<file path="config.mk">
export PLATFORM = sky130hd
export DESIGN_NAME = alu_sequencer
export DESIGN_NICKNAME = d
export VERILOG_FILES = /design/src/rtl/alu_seq_pkg.sv /design/src/rtl/alu_iter_unit.sv /design/src/rtl/alu_sequencer.sv
export SDC_FILE = /design/constraint.sdc
export NUM_CORES = 1
export LEC_CHECK = 0
export ABC_AREA = 1
export BUFFER_PORTS_ARGS = -buffer_cell sky130_fd_sc_hd__buf_4
export CAP_MARGIN = 20
export CORE_UTILIZATION = 55
export CTS_CLUSTER_SIZE = 24
export DETAILED_ROUTE_END_ITERATION = 10
export PLACE_DENSITY = 0.78
export SYNTH_ARGS = -nofsm -noshare
export SYNTH_HDL_FRONTEND = slang
export SYNTH_SLANG_ARGS = --single-unit
</file>
<file path="constraint.sdc">
create_clock -name clk -period 4.65 [get_ports clk]
set_input_delay 1.395 -clock clk [delete_from_list [all_inputs] [get_ports clk]]
set_output_delay 1.395 -clock clk [all_outputs]
set_load 0.02 [all_outputs]
</file>
<file path="src/rtl/alu_seq_pkg.sv">
// ----------------------------------------------------------------------------
// alu_seq_pkg : opcodes, FSM encoding and default width for alu_sequencer, rev 1.0
// ----------------------------------------------------------------------------
`default_nettype none

package alu_seq_pkg;

   localparam int unsigned c_default_width = 16;

   localparam logic [3:0] c_op_noop  = 4'd0;
   localparam logic [3:0] c_op_reset = 4'd1;
   localparam logic [3:0] c_op_add   = 4'd2;
   localparam logic [3:0] c_op_sub   = 4'd3;
   localparam logic [3:0] c_op_mult  = 4'd4;
   localparam logic [3:0] c_op_div   = 4'd5;
   localparam logic [3:0] c_op_and   = 4'd6;
   localparam logic [3:0] c_op_or    = 4'd7;
   localparam logic [3:0] c_op_not   = 4'd8;
   localparam logic [3:0] c_op_nor   = 4'd9;

   localparam logic [1:0] c_st_idle = 2'd0;
   localparam logic [1:0] c_st_mul  = 2'd1;
   localparam logic [1:0] c_st_div  = 2'd2;

endpackage

`default_nettype wire

</file>
<file path="src/rtl/alu_iter_unit.sv">
// ----------------------------------------------------------------------------
// alu_iter_unit : shift-add multiplier / restoring divider, one step per clock, rev 1.0
// ----------------------------------------------------------------------------
`default_nettype none

module alu_iter_unit
   import alu_seq_pkg::*;
#(
   parameter int unsigned WIDTH = c_default_width,
   parameter int unsigned ITER  = WIDTH
) (
   input  logic             clk,
   input  logic             rst,
   input  logic             start,
   input  logic             op,
   input  logic [WIDTH-1:0] a,
   input  logic [WIDTH-1:0] b,
   output logic             busy,
   output logic [WIDTH-1:0] result,
   output logic [WIDTH-1:0] remainder,
   output logic             overflow
);

   localparam int unsigned c_span  = (ITER > WIDTH) ? ITER : WIDTH;
   localparam int unsigned c_cnt_w = $clog2(c_span + 1);
   localparam logic [c_cnt_w-1:0] c_width_cnt = c_cnt_w'(WIDTH);
   localparam logic [c_cnt_w-1:0] c_iter_cnt  = c_cnt_w'(ITER);

   // hi holds the upper product / partial remainder, lo the multiplier / dividend-quotient
   logic [WIDTH-1:0]   hi_q, hi_d, lo_q, lo_d, m_q, m_d;
   logic               op_q, op_d, busy_q, busy_d;
   logic [c_cnt_w-1:0] idx_q, idx_d;

   logic [WIDTH-1:0]   w_hi, w_lo, w_m, w_diff, w_step_hi, w_step_lo;
   logic               w_op;
   logic [c_cnt_w-1:0] w_idx;
   logic [WIDTH:0]     w_sum, w_sh;

   // start performs the first iteration straight from the input operands
   always_comb begin
      if (start) begin
         w_hi  = '0;
         w_op  = op;
         w_idx = '0;
         w_m   = op ? b : a;
         w_lo  = op ? a : b;
      end else begin
         w_hi  = hi_q;
         w_op  = op_q;
         w_idx = idx_q;
         w_m   = m_q;
         w_lo  = lo_q;
      end
      w_sum  = {1'b0, w_hi} + (w_lo[0] ? {1'b0, w_m} : '0);
      w_sh   = {w_hi, w_lo[WIDTH-1]};
      w_diff = w_sh[WIDTH-1:0] - w_m;
      if (w_op) begin
         if (w_sh >= {1'b0, w_m}) begin
            w_step_hi = w_diff;
            w_step_lo = {w_lo[WIDTH-2:0], 1'b1};
         end else begin
            w_step_hi = w_sh[WIDTH-1:0];
            w_step_lo = {w_lo[WIDTH-2:0], 1'b0};
         end
      end else begin
         w_step_hi = w_sum[WIDTH:1];
         w_step_lo = {w_sum[0], w_lo[WIDTH-1:1]};
      end
   end

   always_comb begin
      hi_d   = hi_q;
      lo_d   = lo_q;
      m_d    = m_q;
      op_d   = op_q;
      idx_d  = idx_q;
      busy_d = busy_q;
      if (start || busy_q) begin
         hi_d = w_hi;
         lo_d = w_lo;
         m_d  = w_m;
         op_d = w_op;
         // iterations past WIDTH hold the finished result
         if (w_idx < c_width_cnt) begin
            hi_d = w_step_hi;
            lo_d = w_step_lo;
         end
         idx_d  = w_idx + 1'b1;
         busy_d = ((w_idx + 1'b1) != c_iter_cnt);
      end
   end

   always_ff @(posedge clk) begin
      if (rst) begin
         hi_q   <= '0;
         lo_q   <= '0;
         m_q    <= '0;
         op_q   <= 1'b0;
         idx_q  <= '0;
         busy_q <= 1'b0;
      end else begin
         hi_q   <= hi_d;
         lo_q   <= lo_d;
         m_q    <= m_d;
         op_q   <= op_d;
         idx_q  <= idx_d;
         busy_q <= busy_d;
      end
   end

   assign busy      = busy_q;
   assign result    = lo_q;
   assign remainder = hi_q;
   assign overflow  = |hi_q;

endmodule

`default_nettype wire

</file>
<file path="src/rtl/alu_sequencer.sv">
// ----------------------------------------------------------------------------
// alu_sequencer : accumulator ALU, single-cycle logic/arith ops plus iterative MULT/DIV, rev 1.0
// ----------------------------------------------------------------------------
`default_nettype none

module alu_sequencer
   import alu_seq_pkg::*;
#(
   parameter int unsigned WIDTH = c_default_width,
   parameter int unsigned ITER  = WIDTH
) (
   input  logic             clk,
   input  logic             rst,
   input  logic             cmd_valid,
   output logic             cmd_ready,
   input  logic [3:0]       cmd_op,
   input  logic [WIDTH-1:0] cmd_operand,
   output logic [WIDTH-1:0] acc,
   output logic [WIDTH-1:0] rem,
   output logic             carry,
   output logic             zero,
   output logic             div0,
   output logic             err,
   output logic             busy,
   output logic             done
);

   logic [1:0]       state_q, state_d;
   logic [WIDTH-1:0] acc_q, acc_d, rem_q, rem_d;
   logic             carry_q, carry_d, zero_q, zero_d;
   logic             div0_q, div0_d, err_q, err_d, done_q, done_d;

   logic             w_accept, w_operand_zero, w_iter_start, w_iter_op;
   logic             w_wr, w_new_carry;
   logic [WIDTH-1:0] w_new_acc;
   logic [WIDTH:0]   w_sum;
   logic             iter_busy, iter_ovf;
   logic [WIDTH-1:0] iter_result, iter_rem;

   assign w_accept       = cmd_valid && cmd_ready;
   assign w_operand_zero = (cmd_operand == '0);
   assign w_iter_op      = (cmd_op == c_op_div);
   assign w_iter_start   = w_accept &&
                           ((cmd_op == c_op_mult) || ((cmd_op == c_op_div) && !w_operand_zero));

   alu_iter_unit #(
      .WIDTH (WIDTH),
      .ITER  (ITER)
   ) u_iter (
      .clk       (clk),
      .rst       (rst),
      .start     (w_iter_start),
      .op        (w_iter_op),
      .a         (acc_q),
      .b         (cmd_operand),
      .busy      (iter_busy),
      .result    (iter_result),
      .remainder (iter_rem),
      .overflow  (iter_ovf)
   );

   always_ff @(posedge clk) begin
      if (rst) begin
         state_q <= c_st_idle;
      end else begin
         state_q <= state_d;
      end
   end

   always_comb begin
      state_d = state_q;
      case (state_q)
         c_st_idle: begin
            if (w_accept && (cmd_op == c_op_mult)) begin
               state_d = c_st_mul;
            end else if (w_accept && (cmd_op == c_op_div) && !w_operand_zero) begin
               state_d = c_st_div;
            end
         end
         c_st_mul, c_st_div: begin
            if (!iter_busy) begin
               state_d = c_st_idle;
            end
         end
         default: state_d = c_st_idle;
      endcase
   end

   always_comb begin
      busy      = (state_q == c_st_mul) || (state_q == c_st_div);
      cmd_ready = (state_q == c_st_idle) && !rst;
   end

   always_comb begin
      w_sum       = {1'b0, acc_q} + {1'b0, cmd_operand};
      w_wr        = 1'b0;
      w_new_acc   = acc_q;
      w_new_carry = 1'b0;
      acc_d       = acc_q;
      rem_d       = rem_q;
      carry_d     = carry_q;
      zero_d      = zero_q;
      div0_d      = div0_q;
      err_d       = err_q;
      done_d      = 1'b0;
      if (w_accept) begin
         done_d = 1'b1;
         case (cmd_op)
            c_op_noop: ;
            c_op_reset: begin
               acc_d   = '0;
               rem_d   = '0;
               carry_d = 1'b0;
               zero_d  = 1'b1;
               div0_d  = 1'b0;
               err_d   = 1'b0;
            end
            c_op_add: begin
               w_wr        = 1'b1;
               w_new_acc   = w_sum[WIDTH-1:0];
               w_new_carry = w_sum[WIDTH];
            end
            c_op_sub: begin
               w_wr        = 1'b1;
               w_new_acc   = acc_q - cmd_operand;
               w_new_carry = (acc_q < cmd_operand);
            end
            c_op_and: begin
               w_wr      = 1'b1;
               w_new_acc = acc_q & cmd_operand;
            end
            c_op_or: begin
               w_wr      = 1'b1;
               w_new_acc = acc_q | cmd_operand;
            end
            c_op_not: begin
               w_wr      = 1'b1;
               w_new_acc = ~acc_q;
            end
            c_op_nor: begin
               w_wr      = 1'b1;
               w_new_acc = ~(acc_q | cmd_operand);
            end
            c_op_mult: begin
               done_d = 1'b0;
               div0_d = 1'b0;
               err_d  = 1'b0;
            end
            c_op_div: begin
               err_d = 1'b0;
               if (w_operand_zero) begin
                  div0_d = 1'b1;
               end else begin
                  done_d = 1'b0;
                  div0_d = 1'b0;
               end
            end
            default: begin
               err_d  = 1'b1;
               div0_d = 1'b0;
            end
         endcase
         if (w_wr) begin
            acc_d   = w_new_acc;
            carry_d = w_new_carry;
            zero_d  = (w_new_acc == '0);
            div0_d  = 1'b0;
            err_d   = 1'b0;
         end
      end else if (busy && !iter_busy) begin
         // iterative unit finished on the previous edge; retire its result now
         done_d  = 1'b1;
         acc_d   = iter_result;
         zero_d  = (iter_result == '0);
         if (state_q == c_st_mul) begin
            carry_d = iter_ovf;
         end else begin
            carry_d = 1'b0;
            rem_d   = iter_rem;
         end
      end
   end

   always_ff @(posedge clk) begin
      if (rst) begin
         acc_q   <= '0;
         rem_q   <= '0;
         carry_q <= 1'b0;
         zero_q  <= 1'b1;
         div0_q  <= 1'b0;
         err_q   <= 1'b0;
         done_q  <= 1'b0;
      end else begin
         acc_q   <= acc_d;
         rem_q   <= rem_d;
         carry_q <= carry_d;
         zero_q  <= zero_d;
         div0_q  <= div0_d;
         err_q   <= err_d;
         done_q  <= done_d;
      end
   end

   assign acc   = acc_q;
   assign rem   = rem_q;
   assign carry = carry_q;
   assign zero  = zero_q;
   assign div0  = div0_q;
   assign err   = err_q;
   assign done  = done_q;

endmodule

`default_nettype wire
</file>
Yosys cells after proc, flatten, opt, wreduce, memory -nomap -nowiden. Index checks and enable logic that the tools add are counted.

Add/subtract/negate cells: 5. $mul: 0. Div/mod/pow operators: 0. Magnitude comparators: 3. Equal/unequal tests: 18. Shifts and indexed selects: 0. Multiplexer cells: 47. Bitwise logic cells: 4. Reductions and logical operators: 29.

Operator list (number): 16-bit two-way mux (19); 16-bit one-hot mux with 6 select lines (1); 16-bit zero test (3); 16-bit inverter (2); 16-bit subtractor (2); 1-bit two-way mux (18); 16-bit by 16-bit adder with 17-bit output (1); 16-bit by 17-bit adder with 17-bit output (1); 17-bit by 16-bit greater-or-equal comparator with 1-bit output (1); 16-bit bitwise AND (1); 4-bit by 3-bit equality test with 1-bit output, second input constant (4); 16-bit < comparator (1); 16-bit bitwise OR (1); 16-bit OR reduction (1); 4-bit by 2-bit equality test with 1-bit output, second input constant (2); 4-bit equality test, second input constant (2); 1-bit logical AND (8); 1-bit one-hot mux with 2 select lines (4); 7-bit OR reduction (1); 2-bit two-way mux (3); 2-bit AND reduction (3); 6-bit OR reduction (1); 5-bit by 1-bit adder with 5-bit output, second input constant (1); 5-bit < comparator, second input constant (1); other kinds (18) (24).

Flip-flop bits (word level): 94. Bits in latches: 0. RAM bits: 0. Bits in read-only memories: 0. Output and inout bits: 39. Word-level logic and storage cells: 120. Memories kept: 0.

Longest topological paths before layout.
Word-level depth: 10. Gate-level depth with buffers: 28. Depth with buffers taken out: 27.

Hierarchy. From an unflattened synthesis, not the netlist that was laid out.

Cells, all modules: 1770. Area, all modules: 10147.2 µm².

Modules (own cells, without submodules): alu_iter_unit (instances 1, cells each 944, area an instance 5355.1 µm², sequential area each 1101.1 µm²); alu_sequencer (instances 1, cells each 826, area an instance 4792.1 µm², sequential area each 780.7 µm²).

Least setup slack after synthesis. Ideal clock, no wire load.

Path type: input -> register. Start: input port rst. End: register u_iter.hi_q[5] (netlist: u_iter.remainder[5]). Library setup time: 0.131 ns. Data arrival time: 4.298 ns. Required time: 4.519 ns. Slack: 0.222 ns. Stages on the path: 22. Path buffers: 4. Cells stage by stage: nor2_4 -> nand2_4 -> nor2_4 -> nand2_4 -> inv_2 -> buf_2 -> buf_1 -> o21ai_0 -> ha_1 -> nand2_1 -> nor2_1 -> inv_1 -> nor3_1 -> nand2_1 -> nor3_1 -> a21oi_1 -> nand2_2 -> buf_6 -> buf_6 -> nand2_1 -> o211ai_1 -> a31oi_1.

Longest elaborated chain between the ends: 9. Elaborated cells between the ends (all ways): 18. Those cells by class: 2 x add/sub; 2 x order compare; 9 x mux; 5 x reduce/logical.

Ends and longest elaborated chain: from (decl) (line alu_sequencer.sv:13) `input logic rst,`; 1-bit zero test (line alu_sequencer.sv:91) `cmd_ready = (state_q == c_st_idle) && !rst;`; 1-bit logical AND (line alu_sequencer.sv:91); 1-bit logical AND (line alu_sequencer.sv:40) `assign w_accept = cmd_valid && cmd_ready;`; 1-bit logical AND (line alu_sequencer.sv:43) `assign w_iter_start = w_accept &&`; 16-bit two-way mux (line alu_iter_unit.sv:41) `if (start) begin`; 16-bit two-way mux, or another cell as far along (line alu_iter_unit.sv:54) `w_sum = {1'b0, w_hi} + (w_lo[0] ? {1'b0, w_m} : '0);`; 16-bit by 17-bit adder with 17-bit output / 16-bit two-way mux (equally long branches) (line alu_iter_unit.sv:54, alu_iter_unit.sv:58); 16-bit two-way mux (line alu_iter_unit.sv:57) `if (w_op) begin`; 16-bit two-way mux (line alu_iter_unit.sv:84) `if (w_idx < c_width_cnt) begin`; to (signal assigned) (line alu_iter_unit.sv:102) `hi_q <= hi_d;`; to (decl) (line alu_iter_unit.sv:30) `logic [WIDTH-1:0] hi_q, hi_d, lo_q, lo_d, m_q, m_d;`.

Several ways; a longest one is shown, not always the timed one. A chain may end at the register's enable or synchronous reset.

Final worst setup path.
Start: input port cmd_op[0]. End: register u_iter.hi_q[14] (netlist: u_iter.remainder[14]).

Longest elaborated chain between the ends: 9. Elaborated cells between the ends (all ways): 21. Those cells by class: 2 x add/sub; 2 x order compare; 2 x eq/ne; 11 x mux; 4 x reduce/logical.

Ends and longest elaborated chain: from (decl) (line alu_sequencer.sv:16) `input logic [3:0] cmd_op,`; 4-bit by 3-bit equality test with 1-bit output (line alu_sequencer.sv:42, alu_sequencer.sv:44); 1-bit logical AND (line alu_sequencer.sv:44) `((cmd_op == c_op_mult) || ((cmd_op == c_op_div) && !w_operand_zero));`; 1-bit logical OR (line alu_sequencer.sv:44); 1-bit logical AND (line alu_sequencer.sv:43); 16-bit two-way mux (line alu_iter_unit.sv:41); 16-bit two-way mux, or another cell as far along (line alu_iter_unit.sv:54); 16-bit by 17-bit adder with 17-bit output / 16-bit two-way mux (equally long branches) (line alu_iter_unit.sv:54, alu_iter_unit.sv:58); 16-bit two-way mux (line alu_iter_unit.sv:57); 16-bit two-way mux (line alu_iter_unit.sv:84).

Several ways; a longest one is shown, not always the timed one.

==> reports/metrics.cfg <==
[logic_synthesis]
ys_warn_count = 0
syn_area_per_cell_um2 = 6.16
synth_cells = 1505
ys_seq_elements = 94
synth_area_leader_cell = dfxtp_1
ys.flop_type = dfxtp_1
netlist_area_mm2 = 0.00928
ys_types = 46
ys_async_sr_fraction_pct = 0
syn_nets = 1614
yosys.area.top_type_share_pct = 20.3
yosysSeqAreaShare_pct = 20.3
synth-edff-count = 0
ys_top_cells_by_area = dfxtp_1 20%, nand2_1 13%, ha_1 11%

[finish]
layout-drive-gt1-share_pct = 9.99
nFillCells = 1619
final_nets = 1675
syn_to_final_growth_pct = 12.7
diodes = 0
final_cell_area_mm2 = 0.0105

[power_and_ir_drop]
p_sw_mw = 1.75
finalPower_mw = 3.69
netSwitchingFraction_pct = 47.5
power_density_mw_per_mm2 = 353
intPower_mw = 1.94
p_seq_share_pct = 27.2
vdd_drop_max_v = 0.000274
power_leakage_nw = 5.01
combPwrFrac_pct = 52.9
p_clk_share_pct = 19.9

[global_route]
grt_max_degree = 57
grt_pass1_vias = 9441
antenna_found_initial = 0
grt_use_total_pct = 35.1
grt_pass1_wl_mm = 49.1
grt_remaining_overflow = 0

[timing]
report.final.slew_viol_count = 0
fin_skew_ns = 0.0128
fin_crit_ns = 4.34
fin_setup_tns_ns = 0
max_freq_mhz = 230
rsz0062_at_grt = no
worstMarginPinSlew_ns = 0.781
setup_viol = 0
min_period_over_period_pct = 93.4
hold_viol = 0
slew_headroom_pct = 47.8

[detailed_routing]
dr.pass1.iters = 6
wl_per_cell_um = 17.1
drcViolationCount = 0
drt-total-wl_mm = 30.6
vias = 10714
postRouteAntennaNets = 0
vias_per_cell = 5.98
drt_iter0_drc = 1236

[clock_tree]
clock_latency_ns = 0.36
cts_buffer_depth = 2
cts_buffers = 9
cts.sinks = 94
cts_hold_buf = 0
path_clk_slew_ns = 0.07
root_buffer = clkbuf_16
cts_tree = built
cts_setup_buffers = 0
htree_levels = 3

[die]
dieArea_mm2 = 0.0174
core_area_mm2 = 0.0165
die_w_um = 132
rows = 47
ios = 62
die_y_um = 132
initial_utilization_pct = 56.1

[critical_path]
crit_fanout = 47
arrival_ns = 4.59
crit_type = in -> reg
r2r_slack_ns = 0.96
reg2regPathDepth = 21
cp_slowest_cell = o21ai_0
startpoint_type = input pin
endpoint_kind = register
crit_end = u_iter.remainder[14]$_SDFFE_PP0P_
path_depth = 19
critPathMostFrequentCell = nor2_1
startpoint = cmd_op[0]
r2r_end = u_iter.remainder[14]$_SDFFE_PP0P_
crit_family = simple AND/OR/NAND/NOR gates
crit_chain = buf_4, inv_1, nor2_4, nand2_4, nand2_1, o21ai_1, nand3_1, nand2_1, inv_1, buf_4, nor2_1, ha_1, nand2_1, o21ai_0, a41oi_1, a21oi_1, nor2_1, nor2_1, nor2_1
required_ns = 4.90
r2r_start = state_q[0]$_SDFFE_PP0P_
max_stage_delay_ns = 0.43
path_buf_inv = 4

[placed_design]
port_buffers = 61
gp_congestion = 1.03
placed_cell_area_mm2 = 0.0102
hpwl_mm = 23.5

[run_status]
run_status = finished clean

[run]
maxCapViolCount = 0

[worst_hold_path]
hold_path.class = reg -> reg

kinds of logic (layout without fill, tap and decap cells):
family,Yosys count,count (layout),synth area share [%]
and+or+nand+nor,670,670,31.9
adders and majority gates,86,86,11.8
muxes,5,5,0.539
buffers and inverters,245,311,10.3
DFF,94,94,20.3
AOI/OAI and AO/OA,389,389,23.7
xor gates and xnor gates,16,16,1.51
cells in the mapped netlist (4+ instances only):
library cell / number
buf_1: 7
nor2_4: 4
nor3_1: 13
nor4_1: 9
nand2_1: 317
xnor2_1: 9
a21oi_1: 145
ha_1: 83
o21ai_1: 13
a31oi_1: 9
clkinv_1: 4
nor2_2: 4
inv_1: 178
nand3_1: 111
mux2i_1: 5
o21bai_1: 7
o21ai_0: 135
nor2_1: 147
o211ai_1: 36
nand3b_1: 19
a221oi_1: 19
nand4_1: 28
buf_2: 13
clkbuf_1: 37
xor2_1: 7
nand2_2: 8
dfxtp_1: 94
nand3_2: 5
o22ai_1: 10
flip-flops by register name, indices dropped and copies added, names as in the netlist:
signal and count:
u_iter.idx_q 5, u_iter.remainder 16, carry 1, u_iter.result 16
u_iter.m_q 16, acc 16, div0 1, u_iter.op_q 1
zero 1, done 1, err 1, state_q 2
rem 16, u_iter.busy 1
power by group through the flow:
stage / Combinational [mW] / Sequential, mW / Clock, mW
after detailed placement: 1.89 / 1.02 / 0
after global routing: 2.16 / 1.01 / 0.769
after floorplan: 1.33 / 1.04 / 0
after CTS: 1.90 / 0.999 / 0.736
final: 1.95 / 1.00 / 0.733
after global placement: 1.87 / 1.01 / 0
final cells by class:
class	count	area [µm²]	area share, %
sequential	94	1880	18.0
tap	220	275	2.63
clock inverter	6	52.6	0.503
multi-input combinational	1166	6450	61.7
clock buffer	10	229	2.19
inverter	184	691	6.61
timing repair buffer	111	871	8.33
what timing repair did:
| action | CTS | global route |
|---|---|---|
| gates resized for setup | 0 | 1 |
| endpoints found under the hold margin | 0 | 0 |
| endpoints found under the setup margin | 0 | 3 |
tightest hold or removal path, cell delays in order, from the launching register on:
cell and delay [ns]:
dfxtp_1 0.31, nand2_1 0.06, a21oi_1 0.05
per-layer routing:
metal  global-route usage (%)  vias to the layer above  share of wire [%]
met5                        0                        -                  0
met4                     10.8                        0                2.3
met3                     5.88                       66                9.5
met2                     52.9                      547                 42
met1                     50.7                     4868                 46
li1                         -                     5233                  -
how the worst min path moves through the flow:
stage / from / end / cells after the start
after CTS: err$_SDFFE_PP0P_ / err$_SDFFE_PP0P_ / 2
final: div0$_SDFFE_PP0P_ / div0$_SDFFE_PP0P_ / 2
after floorplan: u_iter.idx_q[0]$_SDFFE_PP0P_ / u_iter.idx_q[0]$_SDFFE_PP0P_ / 2
after global placement: err$_SDFFE_PP0P_ / err$_SDFFE_PP0P_ / 2
after global routing: rem[2]$_SDFFE_PP0P_ / rem[2]$_SDFFE_PP0P_ / 2
after detailed placement: err$_SDFFE_PP0P_ / err$_SDFFE_PP0P_ / 2
metrics by stage:
step / worst slack [ns] / hold slack (ns) / cells / util, %
floorplan: 0.222 / 0.454 / 1505 / -
global placement: 0.0327 / 0.451 / 1774 / 61.4
detailed placement: 0.00636 / 0.456 / 1774 / 61.4
CTS: 0.352 / 0.467 / 1790 / 63.1
global route: 0.0356 / 0.496 / 1791 / 63.3
finish: 0.309 / 0.465 / 1791 / 63.3
cell usage in the layout (no fill, tap or decap), types with 5 or more instances in the layout:
cell / netlist / final
nand2_1: 317 / 317
inv_1: 178 / 178
nor2_1: 147 / 146
a21oi_1: 145 / 145
o21ai_0: 135 / 134
nand3_1: 111 / 111
buf_4: 1 / 108
dfxtp_1: 94 / 94
ha_1: 83 / 83
o211ai_1: 36 / 36
nand4_1: 28 / 28
a221oi_1: 19 / 19
nand3b_1: 19 / 19
nor3_1: 13 / 13
o21ai_1: 13 / 12
o22ai_1: 10 / 10
xnor2_1: 9 / 9
nor4_1: 9 / 9
a31oi_1: 9 / 9
clkbuf_16: 0 / 9
nand2_2: 8 / 8
o21bai_1: 7 / 7
xor2_1: 7 / 7
nor2_4: 4 / 5
nand3_2: 5 / 5
mux2i_1: 5 / 5
(Power assumes the default switching activity.)
